<file path="config.mk">
export PLATFORM = sky130hd
export DESIGN_NAME = instruction_encoder
export DESIGN_NICKNAME = d
export VERILOG_FILES = /design/src/rtl/instruction_encoder.sv
export SDC_FILE = /design/constraint.sdc
export NUM_CORES = 1
export LEC_CHECK = 0
export BUFFER_PORTS_ARGS = -buffer_cell sky130_fd_sc_hd__buf_2
export CAP_MARGIN = 20
export CORE_AREA = 10 10 100 102
export DETAILED_ROUTE_END_ITERATION = 10
export DIE_AREA = 0 0 110 112
export PLACE_DENSITY = 0.73
export RECOVER_POWER = 25
export SLEW_MARGIN = 20
export SYNTH_ARGS = -nofsm -noshare
export SYNTH_HDL_FRONTEND = slang
export SYNTH_SLANG_ARGS = --single-unit
export TNS_END_PERCENT = 30
</file>
<file path="constraint.sdc">
create_clock -name Clock -period 1.4 [get_ports Clock]
set_input_delay 0.07 -clock Clock [delete_from_list [all_inputs] [get_ports Clock]]
set_output_delay 0.07 -clock Clock [all_outputs]
set_load 0.05 [all_outputs]
</file>
<file path="src/rtl/instruction_encoder.sv">
// RV32I instruction encoder: packs opcode/register/funct/immediate fields into a word behind a
// valid/ready output register with a one-entry skid buffer. Optional ENCODER_STATS_EN adds transfer/error counters.
module instruction_encoder #(
  parameter int INSTRUCTION_SIZE = 32,
  parameter int IMMEDIATE_SIZE   = 32
`ifdef ENCODER_STATS_EN
  ,
  parameter int COUNT_WIDTH      = 16
`endif
) (
  input  logic                        Clock,
  input  logic                        ResetN,
  input  logic                        InValid,
  output logic                        InReady,
  input  logic [2:0]                  Format,
  input  logic [6:0]                  Opcode,
  input  logic [4:0]                  Rd,
  input  logic [4:0]                  Rs1,
  input  logic [4:0]                  Rs2,
  input  logic [2:0]                  Funct3,
  input  logic [6:0]                  Funct7,
  input  logic [IMMEDIATE_SIZE-1:0]   Immediate,
  output logic                        OutValid,
  input  logic                        OutReady,
  output logic [INSTRUCTION_SIZE-1:0] Instruction,
  output logic                        EncError
`ifdef ENCODER_STATS_EN
  ,
  input  logic                        StatsClear,
  output logic [COUNT_WIDTH-1:0]      EncodedCount,
  output logic [COUNT_WIDTH-1:0]      ErrorCount
`endif
);

  typedef enum logic [2:0] {
    FMT_R = 3'd0,
    FMT_I = 3'd1,
    FMT_S = 3'd2,
    FMT_B = 3'd3,
    FMT_U = 3'd4,
    FMT_J = 3'd5
  } fmt_e;

  logic                        out_valid;
  logic [INSTRUCTION_SIZE-1:0] out_word;
  logic                        out_err;
  logic                        skid_valid;
  logic [INSTRUCTION_SIZE-1:0] skid_word;
  logic                        skid_err;

  logic [INSTRUCTION_SIZE-1:0] enc_word;
  logic                        enc_err;
  logic signed [IMMEDIATE_SIZE-1:0] simm;
  logic                        accept;
  logic                        transfer;

  assign simm     = Immediate;
  assign accept   = InValid && InReady;
  assign transfer = out_valid && OutReady;

  assign InReady     = !skid_valid;
  assign OutValid    = out_valid;
  assign Instruction = out_word;
  assign EncError    = out_err;

  // Out-of-range immediates still pack their truncated bits; only the error flag reports the problem.
  always_comb begin
    enc_word = '0;
    enc_err  = 1'b0;
    case (Format)
      FMT_R: begin
        enc_word = {Funct7, Rs2, Rs1, Funct3, Rd, Opcode};
      end
      FMT_I: begin
        enc_word = {Immediate[11:0], Rs1, Funct3, Rd, Opcode};
        enc_err  = (simm < -2048) || (simm > 2047);
      end
      FMT_S: begin
        enc_word = {Immediate[11:5], Rs2, Rs1, Funct3, Immediate[4:0], Opcode};
        enc_err  = (simm < -2048) || (simm > 2047);
      end
      FMT_B: begin
        enc_word = {Immediate[12], Immediate[10:5], Rs2, Rs1, Funct3,
                    Immediate[4:1], Immediate[11], Opcode};
        enc_err  = (simm < -4096) || (simm > 4094) || Immediate[0];
      end
      FMT_U: begin
        enc_word = {Immediate[31:12], Rd, Opcode};
        enc_err  = (Immediate[11:0] != 12'd0);
      end
      FMT_J: begin
        enc_word = {Immediate[20], Immediate[10:1], Immediate[11], Immediate[19:12], Rd, Opcode};
        enc_err  = (simm < -1048576) || (simm > 1048574) || Immediate[0];
      end
      default: begin
        enc_word = 32'h0000_0013;
        enc_err  = 1'b1;
      end
    endcase
  end

  // The output register refills from the skid first so ordering is preserved; the skid only
  // captures when the output is occupied and stalled.
  always_ff @(posedge Clock or negedge ResetN) begin
    if (!ResetN) begin
      out_valid  <= 1'b0;
      out_word   <= '0;
      out_err    <= 1'b0;
      skid_valid <= 1'b0;
      skid_word  <= '0;
      skid_err   <= 1'b0;
    end else begin
      if (!out_valid || OutReady) begin
        if (skid_valid) begin
          out_valid  <= 1'b1;
          out_word   <= skid_word;
          out_err    <= skid_err;
          skid_valid <= 1'b0;
        end else if (accept) begin
          out_valid <= 1'b1;
          out_word  <= enc_word;
          out_err   <= enc_err;
        end else begin
          out_valid <= 1'b0;
        end
      end else if (accept) begin
        skid_valid <= 1'b1;
        skid_word  <= enc_word;
        skid_err   <= enc_err;
      end
    end
  end

`ifdef ENCODER_STATS_EN
  // Saturating counters; a clear request wins over any increment in the same cycle.
  always_ff @(posedge Clock or negedge ResetN) begin
    if (!ResetN) begin
      EncodedCount <= '0;
      ErrorCount   <= '0;
    end else if (StatsClear) begin
      EncodedCount <= '0;
      ErrorCount   <= '0;
    end else if (transfer) begin
      if (EncodedCount != '1) EncodedCount <= EncodedCount + 1'b1;
      if (out_err && (ErrorCount != '1)) ErrorCount <= ErrorCount + 1'b1;
    end
  end
`endif

endmodule
</file>
**After elaboration in Yosys (flattened, before gate mapping)**

Cells that the tools add are included.

- Register bits: 68
- Input port bits: 71
- Output and inout port bits: 35
- Logic and storage cells: 44

- Order comparisons: 6
- Equality and inequality tests: 5
- Mux-type cells: 10
- Bitwise operators: 1
- Reduce and logical (&&, ||, !) cells: 16

Operator list:

| cell | number |
|---|---|
| $pmux 32 s6 | 1 |
| $mux 32 | 2 |
| $gt 32x12->1 const B | 1 |
| $gt 32x13->1 const B | 1 |
| $gt 32x21->1 const B | 1 |
| $lt 32x12->1 const B | 1 |
| $lt 32x13->1 const B | 1 |
| $lt 32x21->1 const B | 1 |
| $reduce_bool 12->1 | 1 |
| $eq 3x2->1 const B | 2 |
| $eq 3x3->1 const B | 2 |
| $logic_or 1x1->1 | 6 |
| $mux 1 | 6 |
| $pmux 1 s5 | 1 |
| $reduce_and 2->1 | 2 |
| $reduce_bool 2->1 | 2 |
| $eq 3x1->1 const B | 1 |
| $logic_not 3->1 | 1 |
| $logic_not 1->1 | 2 |
| $reduce_or 2->1 | 1 |
| $logic_and 1x1->1 | 1 |
| $not 1->1 | 1 |

**Logic depth before layout (Yosys ltp)**

Gate-level depths: netlist (run 1).

- Word-level depth: 6
- Gate-level depth with buffers: 7
- Mapped depth without buffers: 5

**Least setup slack after synthesis (run 1)**

OpenSTA, ideal clock, no wires.

- Path kind: register to register
- Start: reg out_valid (netlist: OutValid)
- End: reg skid_word[26]
- Setup time: 125 ps
- Data arrival time: 1,627 ps
- Data required time: 1,275 ps
- Path slack: -352 ps
- Stages on the path, launching flop included: 6
- Period minus slack after synthesis: 1,752 ps
- Cell sequence: dfrtp_1 -> nand2b_4 -> nor3b_1 -> buf_2 -> buf_4 -> mux2_2

- Cells in the longest elaborated chain, start to end: 4

RTL lines:

| element | RTL line | text |
|---|---|---|
| from (decl) | 44 | `logic out_valid;` |
| from (signal assigned) | 106 | `out_valid <= 1'b0;` |
| from (signal assigned) | 115 | `out_valid <= 1'b1;` |
| from (signal assigned) | 120 | `out_valid <= 1'b1;` |
| $logic_not 1->1 | 113 | `if (!out_valid \|\| OutReady) begin` |
| $logic_or 1x1->1 | 113 |  |
| $not 1->1 (no line) | -- |  |
| $reduce_and 2->1 (no line) | -- |  |
| to (signal assigned) | 128 | `skid_word <= enc_word;` |
| to (decl) | 48 | `logic [INSTRUCTION_SIZE-1:0] skid_word;` |

Every way passes these cells.
A chain may end at the register's enable or synchronous reset.

**Worst setup path in the final report (run 1)**

- Start: reg skid_valid
- End: reg skid_word[9]

- Cells in the longest elaborated chain, start to end: 3

RTL lines:

| element | RTL line | text |
|---|---|---|
| from (decl) | 47 | `logic skid_valid;` |
| from (signal assigned) | 109 | `skid_valid <= 1'b0;` |
| from (signal assigned) | 118 | `skid_valid <= 1'b0;` |
| from (signal assigned) | 127 | `skid_valid <= 1'b1;` |
| $logic_not 1->1 | 61 | `assign InReady = !skid_valid;` |
| $logic_and 1x1->1 | 58 | `assign accept = InValid && InReady;` |
| $reduce_and 2->1 (no line) | -- |  |

Every way passes these cells.

==> results of run 1 <==
==> sequential cells by signal (all words and copies together), names as in the netlist <==
name	count
skid_word	32
EncError	1
skid_valid	1
Instruction	32
skid_err	1
OutValid	1
==> worst paths after layout <==
path | slack, ps | cells past startpoint | from | to
worst max-delay path | -20 | 5 | skid_valid$_DFFE_PN0P_ | skid_word[9]$_DFFE_PN0P_
min in group asynchronous | 510 | 3 | ResetN | Instruction[29]$_DFFE_PN0P_
worst min register to register | 480 | 2 | Instruction[3]$_DFFE_PN0P_ | Instruction[3]$_DFFE_PN0P_
max in group asynchronous | 250 | 3 | ResetN | OutValid$_DFFE_PN0N_
worst max register to register | -20 | 5 | skid_valid$_DFFE_PN0P_ | skid_word[9]$_DFFE_PN0P_
worst min-delay path | 30 | 3 | OutReady | skid_valid$_DFFE_PN0P_
==> cells in the final DEF, fill, tap and decap left out, drive strengths merged, types with 6 or more instances in the layout <==
cell         instances
buf                136
dfrtp               68
a21oi               59
o21ai               48
nand2               43
nor2                38
mux2i               20
mux2                20
nor2b               18
clkbuf              13
inv                  9
dlygate4sd3          8
nor4                 7
nand3                6
nand4                6
==> timing repair <==
action                     CTS  global route
hold buffers                 8             0
hold endpoints to repair    75             0
gates cloned                 0             2
pin swaps                    0             1
resized for setup            8             4
setup buffers                1             9
setup endpoints to repair   20            46
==> routing by layer <==
layer  wire length [µm]  global-route usage  share of wire  vias up
met2               5382              0.2776           0.49      144
li1                   -                   -              -     1667
met1               4500              0.2098           0.41     1618
met3                896             0.05479          0.081       24
met5                  0                   0              0        -
met4                250             0.05990          0.023        0
==> per-stage QoR <==
step	util	hold slack [ps]	power [mW]	worst slack, ps	cells
after floorplan	-	-225.6	4.110	-90.64	402
after global placement	0.5465	116.2	4.711	10.47	605
after detailed placement	0.5465	122.1	4.771	-32.52	605
after CTS	0.5883	18.22	6.637	3.762	630
after global routing	0.6044	17.16	7.016	-83.92	641
final	0.6044	26.48	6.698	-15.92	641
==> kinds of logic (layout without fill, tap and decap cells) <==
kind of cell           Yosys count  after routing  share of synthesized area
AOI/OAI and AO/OA              123            123                     0.1819
DFF                             68             68                     0.4651
muxes                           40             40                     0.1214
buffers and inverters           37            171                    0.05541
and+or+nand+nor                134            134                     0.1761
==> power by group <==
| part | internal [mW] | total, mW | leakage (nW) | switching, mW |
|---|---|---|---|---|
| registers | 2.39 | 2.62 | 0.827 | 0.233 |
| clock network | 1.05 | 1.85 | 0.113 | 0.798 |
| logic | 0.762 | 2.23 | 1.42 | 1.46 |
==> critical path, cell delays in order (launching register included) <==
cell	delay (ps)
dfrtp_2	460
nor3b_4	270
buf_12	200
buf_8	160
nor2_1	70
a21oi_1	160
==> area by class of cell <==
| cell class | count | area share |
|---|---|---|
| inverters | 8 | 0.007200 |
| clock buffers | 10 | 0.02828 |
| flip-flops and latches | 68 | 0.3502 |
| repair buffers | 147 | 0.1998 |
| clock inverters | 6 | 0.01774 |
| well taps | 105 | 0.02700 |
| multi-input cells | 297 | 0.3698 |
==> impl_metrics.tcl, run 1 <==
set metrics [dict create \
    clk_path_buf_depth 2 \
    synth_nets 473 \
    fin_crit_sh 1.011 \
    cts_made_buffers 9 \
    power_density_mw_per_mm2 1376 \
    setup_slack_ps -15.92 \
    area_growth_pct 33.00 \
    ys.flop_type "dfrtp_1" \
    path_class "flop to flop" \
    coreArea_mm2 0.008051 \
    maxSlewHeadroom 0.3822 \
    chipHeight_um 112 \
    wl_per_cell_um 17.21 \
    drv_cap 0 \
    grt_max_degree 69 \
    tightest_slew_ps 926.8 \
    h-tree-depth 3 \
    grt_setup_unrepaired "true" \
    worstPathArrival_ps 1680 \
    synth_area_mm2 0.003659 \
    worstPathRequired_ps 1660 \
    ioPinCount 106 \
    dp.final_hpwl_um 8007 \
    insertedDiodeCount 0 \
    first_pass_iters 5 \
    clock_latency_ps 360 \
    violations "setup timing" \
    postPlaceCellArea_mm2 0.004400 \
    cts_tree "done" \
    start_util 0.4544 \
    multiInputGateArea_mm2 0.001799 \
    synth_top_cell_by_area "dfrtp_1" \
    synth_area_leaders "dfrtp_1, a21oi_1, mux2i_1" \
    worstSetupEndpointType "flop" \
    drc_errors 0 \
    worstSetupStartpointType "flop" \
    yosysSeqAreaShare 0.4651 \
    numPortBuffers 105 \
    drive_above_1_share 0.3451 \
    report.final.slew_viol_count 0 \
    path_clk_slew_ps 80 \
    routabilityCongestion 0.8710 \
    vias_per_cell 5.387 \
    final_area_mm2 0.004866 \
    synth-edff-count 0 \
    clock-sinks 68 \
    min_path_type "primary input to flop" \
    hold_violations 0 \
    timing.fmax_mhz 706.3 \
    fin_setup_tns_ps -15.92 \
    ir_worst_vdd_v 0.0006119 \
    grt_pass1_wl_um 17020 \
    antenna_found_initial 0 \
    finClkSkew_ps 9.394 \
    synth.avg_cell_area_um2 9.101 \
    die_w_um 110 \
    status "complete, but fails checks" \
    synth_top_area_frac 0.4651 \
    drt_first_iter_violations 247 \
    fillCellCount 715 \
    wl_um 11030 \
    rows 33 \
    clockRootBuffer "clkbuf_8" \
    dieArea_mm2 0.01232 \
    seq_area_mm2 0.001704 \
    grt_util_all_layers 0.1723 \
    synth_cell_types 40 \
    nets 602 \
    syn_inst 402 \
    yosys-top-cells-count "dfrtp_1, a21oi_1, nand2_1, nor2_1, o21ai_0" \
    ant_nets 0 \
    ys_ff_latch 68 \
    yosysWarnings 0 \
    vias 3453 \
    synth.most_common_cell "dfrtp_1" \
    final-setup-viol-count 1 \
    crit_fanout 18 \
    period_needed_ps 1416 \
    async_flop_share 1.000 \
    p_leak_nw 2.363 \
    grt_pass1_vias 3437 \
    overflow 0 \
]
(Power assumes the default switching activity.)
==> run 2, diff against run 1 <==
clock period = 1.2 ns   (was 1.4 ns; I/O delays follow)
==> run 2 against run 1 <==
Effect of this change:
- the run still ends with setup timing left
- sequential cell count unchanged
- combinational power rose by 34%
- register-to-register slack lost 210 ps
- non-clock buffer count rose by 56
- count of clock-buffer cells in the layout increased by 4
- cell area is 13% higher
- sequential share of layout area decreased by 4.0 points
- via count grew 6.1%
- critical path type unchanged
- largest power group unchanged
==> impl_metrics.tcl, run 2 (synthesis gave the netlist of run 1 again) <==
set metrics [dict create \
    postPlaceCellArea_mm2 0.004826 \
    dr_wl_met3_um 742 \
    hold_violations 0 \
    final-setup-viol-count 67 \
    dieArea_mm2 0.01232 \
    drive_above_1_share 0.4585 \
    h-tree-depth 3 \
    antenna_found_initial 0 \
    drt_first_iter_violations 218 \
    cts_tree "done" \
    period_needed_ps 1429 \
    layout_common_cells "buf_2, dfrtp_1, buf_4" \
    wl_met1_um 4975 \
    finClkSkew_ps 4.243 \
    p_int_mw 4.909 \
    switching_share 0.3787 \
    p_leak_nw 2.696 \
    worstSetupStartpointType "flop" \
    vias 3664 \
    report.final.slew_viol_count 0 \
    cts_made_buffers 9 \
    ioPinCount 106 \
    nets 658 \
    wl_um 12060 \
    ir_worst_vdd_v 0.0005846 \
    final_common_cell "buf_2" \
    tightest_slew_ps 634.0 \
    coreArea_mm2 0.008051 \
    power_density_mw_per_mm2 1437 \
    path_clk_slew_ps 70 \
    grt_pass1_wl_um 18080 \
    grt_pass1_vias 3685 \
    crit_fanout 6 \
    insertedDiodeCount 0 \
    die_w_um 110 \
    top_layer "met4" \
    clock_power_share 0.230 \
    wl_per_cell_um 17.33 \
    first_pass_iters 5 \
    routed-wl-met2_um 6159 \
    grt_util_all_layers 0.1829 \
    clk_path_buf_depth 2 \
    rows 33 \
    min_from "Opcode[4]" \
    min_path_type "primary input to flop" \
    numPortBuffers 105 \
    worstPathArrival_ps 1680 \
    ant_nets 0 \
    status "complete, but fails checks" \
    seqPwrFrac 0.392 \
    worstSetupEndpointType "flop" \
    drv_cap 0 \
    worstPathRequired_ps 1450 \
    clock_latency_ps 360 \
    grt_max_degree 24 \
    fin_crit_sh 1.191 \
    grt_setup_unrepaired "true" \
    start_util 0.4544 \
    r2r_start "skid_valid$_DFFE_PN0P_" \
    chipHeight_um 112 \
    power_frac_comb 0.377 \
    routabilityCongestion 0.8287 \
    overflow 0 \
    startpoint "skid_valid$_DFFE_PN0P_" \
    clock-sinks 68 \
    clockRootBuffer "clkbuf_8" \
    area_growth_pct 50.31 \
    path_class "flop to flop" \
    final_area_mm2 0.005499 \
    fin_setup_tns_ps -8994 \
    vias_per_cell 5.264 \
    fillCellCount 632 \
    maxSlewHeadroom 0.5774 \
    dp.final_hpwl_um 8556 \
    setup_slack_ps -229.0 \
    power_switching_mw 2.993 \
    violations "setup timing" \
    timing.fmax_mhz 699.8 \
    place_ws_ps -269.4 \
    drc_errors 0 \
]
[run 2: timing repair]
item                                    in CTS  in global routing
pin swaps                                    4                  5
buffers inserted                             4                 10
resized for setup                           31                 59
endpoints found under the setup margin      64                 67
hold buffers                                 6                  0
gates cloned                                 2                  2
hold endpoints to repair                    21                  0
[run 2: stage by stage]
step,utilization,hold slack (ps),std cells,total power [mW]
5_1_grt,0.6830,21.71,696,8.269
4_1_cts,0.6502,6.697,684,7.680
6_report,0.6830,8.410,696,7.902
3_5_place_dp,0.5994,100.6,657,5.738
3_3_place_gp,0.5994,91.42,657,5.656
2_1_floorplan,-,-235.6,402,4.820
[run 2: power groups by stage]
stage,Sequential (mW),Combinational [mW],Clock (mW)
5_1_grt,3.16,3.20,1.91
4_1_cts,3.06,2.79,1.83
6_report,3.10,2.98,1.82
2_1_floorplan,3.88,0.938,0
3_3_place_gp,3.07,2.59,0
3_5_place_dp,3.09,2.64,0
[run 2: area by class of cell]
| cell class | instances | area [µm²] | share of cell area |
|---|---|---|---|
| flip-flops and latches | 68 | 1704 | 0.3099 |
| well taps | 105 | 131.4 | 0.02389 |
| repair buffers | 203 | 1504 | 0.2735 |
| multi-input cells | 297 | 1937 | 0.3522 |
| clock buffers | 14 | 182.7 | 0.03322 |
| clock inverters | 1 | 5.005 | 0.0009101 |
| inverters | 8 | 35.03 | 0.006371 |
[run 2: worst paths after layout]
kind                                          endpoint  cells after the start  slack (ps)
min in group asynchronous  Instruction[27]$_DFFE_PN0P_                      2         250
hold / removal                skid_word[4]$_DFFE_PN0P_                      3           8
hold reg to reg             Instruction[6]$_DFFE_PN0P_                      2         480
max in group asynchronous    skid_word[17]$_DFFE_PN0P_                      3         250
setup / recovery           Instruction[20]$_DFFE_PN0P_                      4        -230
setup reg to reg           Instruction[20]$_DFFE_PN0P_                      4        -230
[run 2: worst max-delay path, cell delays in order (launching register included)]
cell and delay [ps]:
dfrtp_2 450, buf_6 140, o21ai_4 250, buf_4 160, mux2_2 310
[run 2: per-layer routing]
metal,vias to the layer above,track usage
met3,13,0.03460
met1,1743,0.2306
met4,0,0.06424
li1,1777,-
met2,131,0.3017
met5,-,0
